===== config.mk =====
export PLATFORM = sky130hd
export DESIGN_NAME = oam_dma_controller
export DESIGN_NICKNAME = d
export VERILOG_FILES = /design/src/rtl/oam_dma_controller_pkg.sv /design/src/rtl/oam_dma_mux.sv /design/src/rtl/oam_dma_controller.sv
export SDC_FILE = /design/constraint.sdc
export NUM_CORES = 1
export LEC_CHECK = 0
export ABC_AREA = 1
export CORE_MARGIN = 2
export CORE_UTILIZATION = 55
export CTS_BUF_LIST = sky130_fd_sc_hd__clkbuf_4 sky130_fd_sc_hd__clkbuf_8
export CTS_CLUSTER_SIZE = 28
export DETAILED_ROUTE_END_ITERATION = 7
export DONT_BUFFER_PORTS = 1
export GPL_TIMING_DRIVEN = 0
export PLACE_DENSITY = 0.72
export SLEW_MARGIN = 20
export SYNTH_ARGS = -nofsm -noshare
export SYNTH_HDL_FRONTEND = slang
export SYNTH_HIERARCHICAL = 1
export SYNTH_SLANG_ARGS = --single-unit

===== constraint.sdc =====
create_clock -name iClock -period 3.7 [get_ports iClock]
set_clock_uncertainty 0.1 [all_clocks]
set_input_delay 0.925 -clock iClock [delete_from_list [all_inputs] [get_ports iClock]]
set_output_delay 0.925 -clock iClock [all_outputs]
set_load 0.03 [all_outputs]

===== src/rtl/oam_dma_controller_pkg.sv =====
// Shared definitions for the OAM DMA controller: state encoding,
// register select, transfer length and fixed address pages.
package oam_dma_controller_pkg;

  typedef enum logic [1:0] {
    DMA_IDLE    = 2'd0,
    DMA_READ    = 2'd1,
    DMA_CAPTURE = 2'd2,
    DMA_WRITE   = 2'd3
  } dmaState_t;

  localparam logic [3:0]  DMA_REG_SEL = 4'h6;
  localparam int          OAM_LEN     = 160;
  localparam logic [7:0]  OAM_LAST    = 8'(OAM_LEN - 1);
  localparam logic [15:0] OAM_BASE    = 16'hFE00;
  localparam logic [7:0]  HIGH_PAGE   = 8'hFF;
  localparam logic [7:0]  ECHO_START  = 8'hE0;

  // Pages E0..FF mirror C0..DF (echo RAM), so the DMA reads the real copy.
  function automatic logic [7:0] effectiveSource(input logic [7:0] src);
    return (src >= ECHO_START) ? (src - 8'h20) : src;
  endfunction

endpackage


===== src/rtl/oam_dma_mux.sv =====
// Combinational ownership mux for the single mmu CPU-side port.
// The CPU owns the port when idle or when it touches the high page;
// otherwise the DMA drives it and off-page CPU reads see 8'hFF.
module oam_dma_mux
  import oam_dma_controller_pkg::*;
(
  input  dmaState_t   state,
  input  logic        cpuWindow,
  input  logic [7:0]  effSrc,
  input  logic [7:0]  idx,
  input  logic [7:0]  dataReg,
  input  logic [15:0] cpuAddr,
  input  logic        cpuWe,
  input  logic [7:0]  cpuData,
  input  logic        cpuReadRequest,
  input  logic [7:0]  mmuReadData,
  output logic [15:0] mmuAddr,
  output logic        mmuWe,
  output logic [7:0]  mmuData,
  output logic        mmuReadRequest,
  output logic [7:0]  cpuReadData
);

  logic dmaActive;
  logic dmaOwnsPort;

  assign dmaActive   = (state != DMA_IDLE);
  assign dmaOwnsPort = dmaActive && !cpuWindow;

  // Default to CPU pass-through, then let the DMA take the port when it owns it.
  always_comb begin
    mmuAddr        = cpuAddr;
    mmuWe          = cpuWe;
    mmuData        = cpuData;
    mmuReadRequest = cpuReadRequest;
    cpuReadData    = mmuReadData;
    if (dmaActive && (cpuAddr[15:8] != HIGH_PAGE)) begin
      cpuReadData = 8'hFF;
    end
    if (dmaOwnsPort) begin
      mmuAddr        = {effSrc, idx};
      mmuWe          = 1'b0;
      mmuData        = dataReg;
      mmuReadRequest = 1'b0;
      case (state)
        DMA_READ:  mmuReadRequest = 1'b1;
        DMA_WRITE: begin
          mmuAddr = OAM_BASE + {8'h00, idx};
          mmuWe   = 1'b1;
        end
        default: ;
      endcase
    end
  end

endmodule


===== src/rtl/oam_dma_controller.sv =====
// OAM DMA sequencer: copies 160 bytes from {src,8'h00} to FE00..FE9F,
// three cycles per byte, yielding the mmu port to high-page CPU accesses.
//
// state       | meaning
// ------------+-------------------------------------------------------
// DMA_IDLE    | no transfer; mmu port is pure CPU pass-through
// DMA_READ    | present source address {effsrc,idx} with read request
// DMA_CAPTURE | latch mmu read data into dataReg
// DMA_WRITE   | write dataReg to FE00+idx; finish or advance idx
module oam_dma_controller
  import oam_dma_controller_pkg::*;
(
  input  logic        iClock,
  input  logic        iReset,
  input  logic        iMcuWe,
  input  logic [3:0]  iMcuRegSelect,
  input  logic [7:0]  iMcuWriteData,
  input  logic [15:0] iCpuAddr,
  input  logic        iCpuWe,
  input  logic [7:0]  iCpuData,
  input  logic        iCpuReadRequest,
  output logic [7:0]  oCpuData,
  output logic [15:0] oMmuAddr,
  output logic        oMmuWe,
  output logic [7:0]  oMmuData,
  output logic        oMmuReadRequest,
  input  logic [7:0]  iMmuReadData,
  output logic        oDmaBusy,
  output logic        oDmaDone
);

  dmaState_t  state;
  logic [7:0] idx;
  logic [7:0] src;
  logic [7:0] dataReg;
  logic       heldCapture;
  logic       trigger;
  logic       cpuWindow;
  logic       stall;

  assign trigger   = iMcuWe && (iMcuRegSelect == DMA_REG_SEL);
  assign cpuWindow = (iCpuAddr[15:8] == HIGH_PAGE) && (iCpuWe || iCpuReadRequest);
  assign stall     = cpuWindow && (state != DMA_IDLE);

  // Transfer FSM with registered busy/done; a trigger always restarts from idx 0.
  // mmu read data is only valid the cycle after READ, so a stall landing on
  // CAPTURE grabs the byte immediately and only the state advance waits.
  always_ff @(posedge iClock or posedge iReset) begin
    if (iReset) begin
      state       <= DMA_IDLE;
      idx         <= 8'h00;
      src         <= 8'h00;
      dataReg     <= 8'h00;
      heldCapture <= 1'b0;
      oDmaBusy    <= 1'b0;
      oDmaDone    <= 1'b0;
    end else begin
      oDmaDone <= 1'b0;
      if (trigger) begin
        src         <= iMcuWriteData;
        idx         <= 8'h00;
        state       <= DMA_READ;
        heldCapture <= 1'b0;
        oDmaBusy    <= 1'b1;
      end else if (stall) begin
        if ((state == DMA_CAPTURE) && !heldCapture) begin
          dataReg     <= iMmuReadData;
          heldCapture <= 1'b1;
        end
      end else begin
        case (state)
          DMA_READ: state <= DMA_CAPTURE;
          DMA_CAPTURE: begin
            if (!heldCapture) dataReg <= iMmuReadData;
            heldCapture <= 1'b0;
            state       <= DMA_WRITE;
          end
          DMA_WRITE: begin
            if (idx == OAM_LAST) begin
              state    <= DMA_IDLE;
              oDmaBusy <= 1'b0;
              oDmaDone <= 1'b1;
            end else begin
              idx   <= idx + 8'd1;
              state <= DMA_READ;
            end
          end
          default: ;
        endcase
      end
    end
  end

  oam_dma_mux uMux (
    .state          (state),
    .cpuWindow      (cpuWindow),
    .effSrc         (effectiveSource(src)),
    .idx            (idx),
    .dataReg        (dataReg),
    .cpuAddr        (iCpuAddr),
    .cpuWe          (iCpuWe),
    .cpuData        (iCpuData),
    .cpuReadRequest (iCpuReadRequest),
    .mmuReadData    (iMmuReadData),
    .mmuAddr        (oMmuAddr),
    .mmuWe          (oMmuWe),
    .mmuData        (oMmuData),
    .mmuReadRequest (oMmuReadRequest),
    .cpuReadData    (oCpuData)
  );

endmodule

# [Yosys cells after proc, flatten, opt, wreduce, memory -nomap -nowiden]
# Index checks and enable logic that the tools add are counted.
[totals] register_bits=29 inputBits=49 word_cells=77
[classes] addsub=3 magnitude_cmp=1 n_eq_ne=12 mux=33 bitwise=1 reduce_logical=20
[op_table] cell="$mux W8" count=11
[op_table] cell="$mux W16" count=2
[op_table] cell="$mux W1" count=17
[op_table] cell="$eq A8 B8 Y1 const B" count=2
[op_table] cell="$add A10 B9 Y11 const A" count=1
[op_table] cell="$add A8 B1 Y8 const B" count=1
[op_table] cell="$ge A8 B8 Y1 const B" count=1
[op_table] cell="$ne A8 B8 Y1 const B" count=1
[op_table] cell="$reduce_bool A2 Y1" count=4
[op_table] cell="$sub A8 B6 Y8 const B" count=1
[op_table] cell="$logic_and A1 B1 Y1" count=6
[op_table] cell="$pmux W2 S3" count=1
[op_table] cell="$reduce_and A3 Y1" count=2
[op_table] cell="$eq A2 B2 Y1 const B" count=2
[op_table] cell="$eq A4 B3 Y1 const B" count=1
[op_table] cell="$mux W2" count=2
[op_table] cell="$ne A2 B1 Y1 const B" count=2
[op_table] cell="$ne A2 B2 Y1 const B" count=2
[op_table] cell="$reduce_and A2 Y1" count=2
[op_table] cell="$reduce_and A4 Y1" count=1
[op_table] cell="$reduce_bool A4 Y1" count=1
[op_table] cell="$ne A3 B2 Y1 const B" count=1
[op_table] cell="$reduce_bool A3 Y1" count=1
[op_table] cell="$eq A2 B1 Y1 const B" count=1
[op_table] cell="other kinds (3)" count=4

# [Logic depth before layout (Yosys ltp)]
# Gate-level depths: netlist of run 1.
[logic_depth] depth_word=5 mapped_depth=9 ltp_nobuf=8

# [Modules after synthesis]
# Netlist of run 1, hierarchy kept.
[by_module_without_submodules] module="oam_dma_controller" n_inst=1 cells_per_inst=213 area_each_um2=1641.6
[by_module_without_submodules] module="oam_dma_mux" n_inst=1 cells_per_inst=111 area_each_um2=475.5

# [Least setup slack after synthesis of run 1]
# Ideal clock, no wire load.
[synth_path] path_type="input-to-output" startpoint="input port iCpuReadRequest" endpoint="output port oMmuWe" t_arrival_ns=2.021 slack_ns=0.654 stages=5 path_buffers=0 cell_sequence="nor2_1 > inv_1 > nand3_1 > inv_1 > o21ai_0"
[synth_between] elab_chain_len=5
[synth_rtl] item="start, declared" line_no="oam_dma_controller.sv:21" text="input logic iCpuReadRequest,"
[synth_rtl] item="$logic_or A1 B1 Y1" line_no="oam_dma_controller.sv:42" text="assign cpuWindow = (iCpuAddr[15:8] == HIGH_PAGE) && (iCpuWe || iCpuReadRequest);"
[synth_rtl] item="$logic_and A1 B1 Y1" line_no="oam_dma_controller.sv:42"
[synth_rtl] item="net cpuWindow" line_no="oam_dma_controller.sv:38" text="logic cpuWindow;"
[synth_rtl] item="$logic_not A1 Y1" line_no="oam_dma_mux.sv:28" text="assign dmaOwnsPort = dmaActive && !cpuWindow;"
[synth_rtl] item="$logic_and A1 B1 Y1" line_no="oam_dma_mux.sv:28"
[synth_rtl] item="$mux W1" line_no="oam_dma_mux.sv:40" text="if (dmaOwnsPort) begin"
[synth_rtl] item="end, declared" line_no="oam_dma_controller.sv:24" text="output logic oMmuWe,"
# The timed path passes the listed nets, and every way through them passes these cells.

# [Final worst setup path of run 1]
# Ends and elaborated chain as after synthesis.

==> results of run 1 <==
==> power groups by stage <==
stage / clock (mW) / combinational, mW / sequential, mW
after global routing: 0.414 / 1.26 / 0.547
after floorplan: 0 / 1.02 / 0.509
after global placement: 0 / 1.13 / 0.532
after CTS: 0.401 / 1.15 / 0.530
final: 0.392 / 1.14 / 0.532
after detailed placement: 0 / 1.15 / 0.535
==> per-layer routing <==
layer  GRT usage [%]  part of all wire (%)  vias to the layer above  wire [um]
li1                -                     -                     1005          -
met1            26.9                    43                      872       1980
met2            36.1                    46                       66       2130
met3            8.35                   9.3                        6        427
met4            7.91                   1.3                        0         60
met5               0                     0                        -          0
==> area by class of cell <==
class                           count  area [sq um]
Sequential cell                    29           726
Multi-Input combinational cell    244          1160
Fill cell                         381          1380
Clock buffer                        5          68.8
Clock inverter                      3          65.1
Inverter                           43           161
Tap cell                           48          60.1
Buffer                              8          70.1
==> cells in the final DEF (no fill, tap or decap) <==
cell type,synthesis,layout
o21ai_2,6,6
or2_1,1,1
nand4_4,1,1
clkbuf_8,0,5
inv_1,39,38
a21oi_2,2,2
nor2_1,15,15
buf_4,2,2
nand3b_4,1,1
nand3_2,1,1
nand2_4,2,2
a21oi_1,5,5
o21ai_0,13,13
nand2_2,2,2
ha_1,2,2
nand4_1,2,2
nor2_4,7,7
dfrtp_1,29,29
nand3_1,25,25
buf_6,4,4
bufinv_16,0,2
clkinv_2,0,1
xnor2_1,1,1
buf_2,2,2
o21ai_1,2,2
nand2_1,154,154
nor2_2,2,2
inv_2,4,5
==> worst min-delay path: stages (launching register included) <==
cell	delay, ns
dfrtp_1	0.34
nand2_1	0.05
nand2_1	0.04
==> cells by family after synthesis <==
kind of cell	Yosys count	share of synthesized area [%]
compound gates	28	8.04
buf+inv	51	10.9
fa+ha+maj	2	1.18
xor+xnor	1	0.414
flops	29	34.3
simple gates	213	45.2
==> flip-flops by register name, summed over array words and instances (netlist names) <==
signal	count
oDmaDone	1
heldCapture	1
dataReg	8
src	8
state	2
oDmaBusy	1
idx	8
==> worst max-delay path by stage <==
stage / start / end / slack (ns)
after floorplan: iCpuReadRequest / oMmuWe / 0.65
after global placement: iCpuReadRequest / oMmuWe / 0.48
after detailed placement: iCpuReadRequest / oMmuWe / 0.48
after CTS: iCpuReadRequest / oMmuWe / 0.48
after global routing: iCpuReadRequest / oMmuWe / 0.40
final: iCpuReadRequest / oMmuWe / 0.48
==> metrics by stage <==
stage                     setup WS [ns]  util (%)  hold slack [ns]  instances  area, sq um
after floorplan                   0.654         -            0.337        324         2120
after global placement            0.477      59.0            0.350        372         2180
after detailed placement          0.478      59.0            0.354        372         2180
after CTS                         0.475      62.7            0.371        380         2310
after global routing              0.400      62.7            0.389        380         2310
final                             0.485      62.7            0.365        380         2310
==> summary.txt, run 1 <==
Clk network pwr share: 19.0%
GPL Wtd Cong: 0.816
R2R Path Start: idx[0]
Clock buffer count from CTS: 5
Ranking of synthesized cells by area: dfrtp_1 34%, nand2_1 27%, inv_1 6.9%
Commonest cells post-synth: 154 x nand2_1, 39 x inv_1, 29 x dfrtp_1, 25 x nand3_1, 15 x nor2_1
Count leader, synth: nand2_1
Setup TNS: 0 ns
CP dominant cell by count: inv_1
Leading area contributor after synthesis: dfrtp_1
Startpoint Class: primary input
Io pins: 85
Sw Pwr: 1.10 mW
Core ar.: 3690 sq um
Comb power frac: 55.2%
Lkg Pwr: 1.27 nW
CTS tree: done
Initial antenna violation count: 0
First-pass GRT wire length: 7.37 mm
CP Capture Type: output port
Slowest-stage cell, CP: o21ai_0
DIE WIDTH: 66.0 um
H-Tree Depth: 2
Die area: 4360 sq um
Achievable frequency: 311 MHz
Fin crit period: 3.22 ns
Status: finished clean
R2R depth: 8
Clock Tree Root: clkbuf_8
Worst path bufs/invs: 2
CP max FO: 4
Sequential share of power: 25.8%
FF-to-FF End: idx[5]
Sequential share of the synthesized area: 34.3%
Total Power: 2.06 mW
Yosys reg bits: 29
Drt wl/cell: 12.1 um
Syn. warnings: 6
Final setup vio count: 0
Family with the most delay on the worst path: compound AO/OA/AOI/OAI gates
DP HPWL: 3.51 mm
Layout net count: 382
Number of global-route vias before repair: 1699
Slew margin rel.: 32.9%
Deepest clock path buffer count: 2
Peak supply drop: 0.422 mV
Instance count on the critical path: 5
Worst Max-Slew Pin Slew: 0.996 ns
Synth Area per Inst: 6.53 sq um
Setup slack, reg-to-reg: 2.11 ns
Worst path cell trace: nor2_1 -> inv_1 -> nand3_1 -> inv_1 -> o21ai_0
Insertion delay to the later sink of the worst-skew pair: 0.29 ns
Final WL: 4.60 mm
Via-to-Cell Ratio: 5.13
Total Routing Usage GR: 22.2%
Post-synthesis instance area: 2120 sq um
Hold Path Origin: src[4]
Worst-path clk slew: 0.06 ns
N_diodes: 0
Initial drt markers: 82
Hold Buf Count CTS: 0
Mapped Nets: 375
Drt pass-1 iters: 4
Setup Crit Path Kind: primary input to output port
Type of the most critical hold path: flop to flop
Fraction of registers with async set/reset: 100%
Hold Path End: src[4]
Die Ht: 66.0 um
P&R area growth vs syn: 9.16%
Post-CTS Setup Bufs: 0
Post-CTS sizing: 0
Share of cells above drive strength 1: 13.6%
Fin. max-slew vios: 0
Final Cycle Share: 86.9%
Power Density: 893 nW/um^2
CP peak stage delay: 0.81 ns
Cell internal pwr: 959 uW
Post-synth top area share: 34.3%
Max cap viols: 0
Yosys cell types: 25
Clock sink count: 29
Synth Instances: 324
CP required: 2.67 ns
IO Port Bufs: 0
Hold path depth: 2
Initial core utilization: 57.4%
Via count: 1949
Final hold vios: 0
Largest net degree at the start of global routing: 30
RSZ-0062 raised after global routing: false
Switching Fraction: 53.5%
GRT overflow: 0
Post-synth EDFFs: 0
DRC viols: 0
Ys flop type: dfrtp_1
Std cell rows: 22
Data arrival time of the worst path: 2.19 ns
Detail Route Antenna Nets: 0
(Power assumes the default switching activity.)
==> inputs of run 2 (changes only) <==
CORE_MARGIN = 4   (was 2)
SLEW_MARGIN = 30   (was 20)
SYNTH_HIERARCHICAL = default   (was 1)
==> summary.txt, run 2 <==
Layout net count: 333
Post-synth EDFFs: 0
Commonest non-fill, non-tap cells in the layout: 118 x nand2_1, 29 x dfrtp_1, 28 x nand3_1, 25 x inv_1, 18 x o21ai_0
RSZ-0062 raised after global routing: false
Status: finished clean
Grt peak-use layer: met2
CP required: 2.67 ns
Leading area contributor after synthesis: dfrtp_1
Drt pass-1 iters: 4
Clock Tree Root: clkbuf_4
Count leader, synth: nand2_1
M2 GR Usage: 35.4%
Post-synth top area share: 39.6%
Place WS: 0.402 ns
DIE WIDTH: 65.7 um
Placed Area: 1890 sq um
Fin. max-slew vios: 0
Sequential share of the synthesized area: 39.6%
Ys flop type: dfrtp_1
Total Routing Usage GR: 22.3%
Initial core utilization: 58.6%
Core Util, Final: 62.6%
Startpoint Class: primary input
Commonest cells post-synth: 118 x nand2_1, 29 x dfrtp_1, 28 x nand3_1, 26 x inv_1, 18 x o21ai_0
Fin crit period: 3.31 ns
GPL Wtd Cong: 0.836
Lkg Pwr: 1.09 nW
Share of cells above drive strength 1: 9.89%
CP Capture Type: output port
Final Cycle Share: 89.6%
N_diodes: 0
Largest net degree at the start of global routing: 30
Worst Max-Slew Pin Slew: 0.956 ns
Deepest clock path buffer count: 2
Yosys reg bits: 29
IO Port Bufs: 0
Post-route cell area: 1960 sq um
Insertion delay to the later sink of the worst-skew pair: 0.33 ns
Via count: 1699
Post-CTS Setup Bufs: 0
Met1 usage: 28.4%
Die Ht: 65.7 um
Data arrival time of the worst path: 2.29 ns
Final hold vios: 0
Drt wl/cell: 13.3 um
Io pins: 85
Fraction of registers with async set/reset: 100%
Std cell rows: 20
Placed cell count: 319
Final WL: 4.34 mm
Detail Route Antenna Nets: 0
Power Density: 893 nW/um^2
CTS tree: done
Post-route insts no fill: 327
Commonest non-fill, non-tap cell in the layout: nand2_1
Clock buffer count from CTS: 5
Slew margin rel.: 35.6%
Worst-path clk slew: 0.09 ns
Setup TNS: 0 ns
Syn. warnings: 0
Min Hold Slack: 0.390 ns
Die area: 4320 sq um
Clock sink count: 29
Synth Area per Inst: 6.66 sq um
P&R area growth vs syn: 6.83%
Core ar.: 3130 sq um
Largest registers: dataReg (8), idx (8), src (8)
DP HPWL: 3.31 mm
Post-synthesis instance area: 1830 sq um
Peak supply drop: 0.518 mV
CP max FO: 10
Total Power: 1.75 mW
Final setup vio count: 0
GRT overflow: 0
H-Tree Depth: 2
Initial antenna violation count: 0
Synth Instances: 275
DRC viols: 0
Met3 Usage GRT: 6.84%
Post-CTS sizing: 0
Via-to-Cell Ratio: 5.20
Type of the most critical hold path: flop to flop
Yosys cell types: 24
Max cap viols: 0
Initial drt markers: 146
Hold Buf Count CTS: 0
Setup Crit Path Kind: primary input to output port
# fillers: 311
Achievable frequency: 302 MHz
Number of global-route vias before repair: 1616
Crit path setup slack, layout: 0.386 ns
Mapped Nets: 326
First-pass GRT wire length: 7.24 mm
Ranking of synthesized cells by area: dfrtp_1 40%, nand2_1 24%, nand3_1 7.7%
[run 2: critical path: stages]
cell and delay (ns):
nor2_1 0.12, nand3b_4 0.19, nand2_2 0.09, buf_2 0.20, o21ai_0 0.77
[run 2: routing by layer]
| layer | wire length, um | vias up |
|---|---|---|
| li1 | - | 880 |
| met1 | 1930 | 756 |
| met2 | 2050 | 58 |
| met3 | 306 | 5 |
| met4 | 55 | 0 |
| met5 | 0 | - |
[run 2: area by class of cell]
cell class | count | area (sq um) | area share [%]
clock inverter | 1 | 5.00 | 0.256
inverter | 28 | 105 | 5.37
sequential | 29 | 726 | 37.1
multi-input combinational | 209 | 945 | 48.3
tap | 44 | 55.1 | 2.81
buffer | 9 | 56.3 | 2.88
clock buffer | 7 | 65.1 | 3.32
[run 2: power breakdown]
group / leakage, nW / internal [mW] / switching (mW)
combinational: 0.678 / 0.216 / 0.820
sequential: 0.368 / 0.413 / 0.0798
clock: 0.0413 / 0.110 / 0.110
total: 1.09 / 0.739 / 1.01
[run 2: worst paths after layout]
check / from / to / slack (ns) / cells after the start
min in group asynchronous: iReset / idx[0] / 0.43 / 1
max: iCpuWe / oMmuAddr[11] / 0.39 / 5
max in group asynchronous: iReset / oDmaDone / 2.67 / 1
min: dataReg[6] / dataReg[6] / 0.39 / 2
max reg2reg: idx[0] / idx[3] / 2.09 / 8
min reg2reg: dataReg[6] / dataReg[6] / 0.39 / 2
[run 2: cells by family (layout without fill, tap and decap cells)]
family,after synthesis,in the layout,share of synthesized area [%]
AND/OR/NAND/NOR,175,175,40.9
buffers and inverters,37,45,8.81
AO/OA/AOI/OAI,30,30,8.33
flip-flops,29,29,39.6
adder cells (fa/ha/maj),2,2,1.37
XOR/XNOR,2,2,0.956
==> inputs of run 3 (changes only) <==
SETUP_SLACK_MARGIN = 0.1   (was default)
SLEW_MARGIN = 20   (was 30)
==> results of run 3 <==
No change in the layout: final DEF, timing and power equal those of run 2.
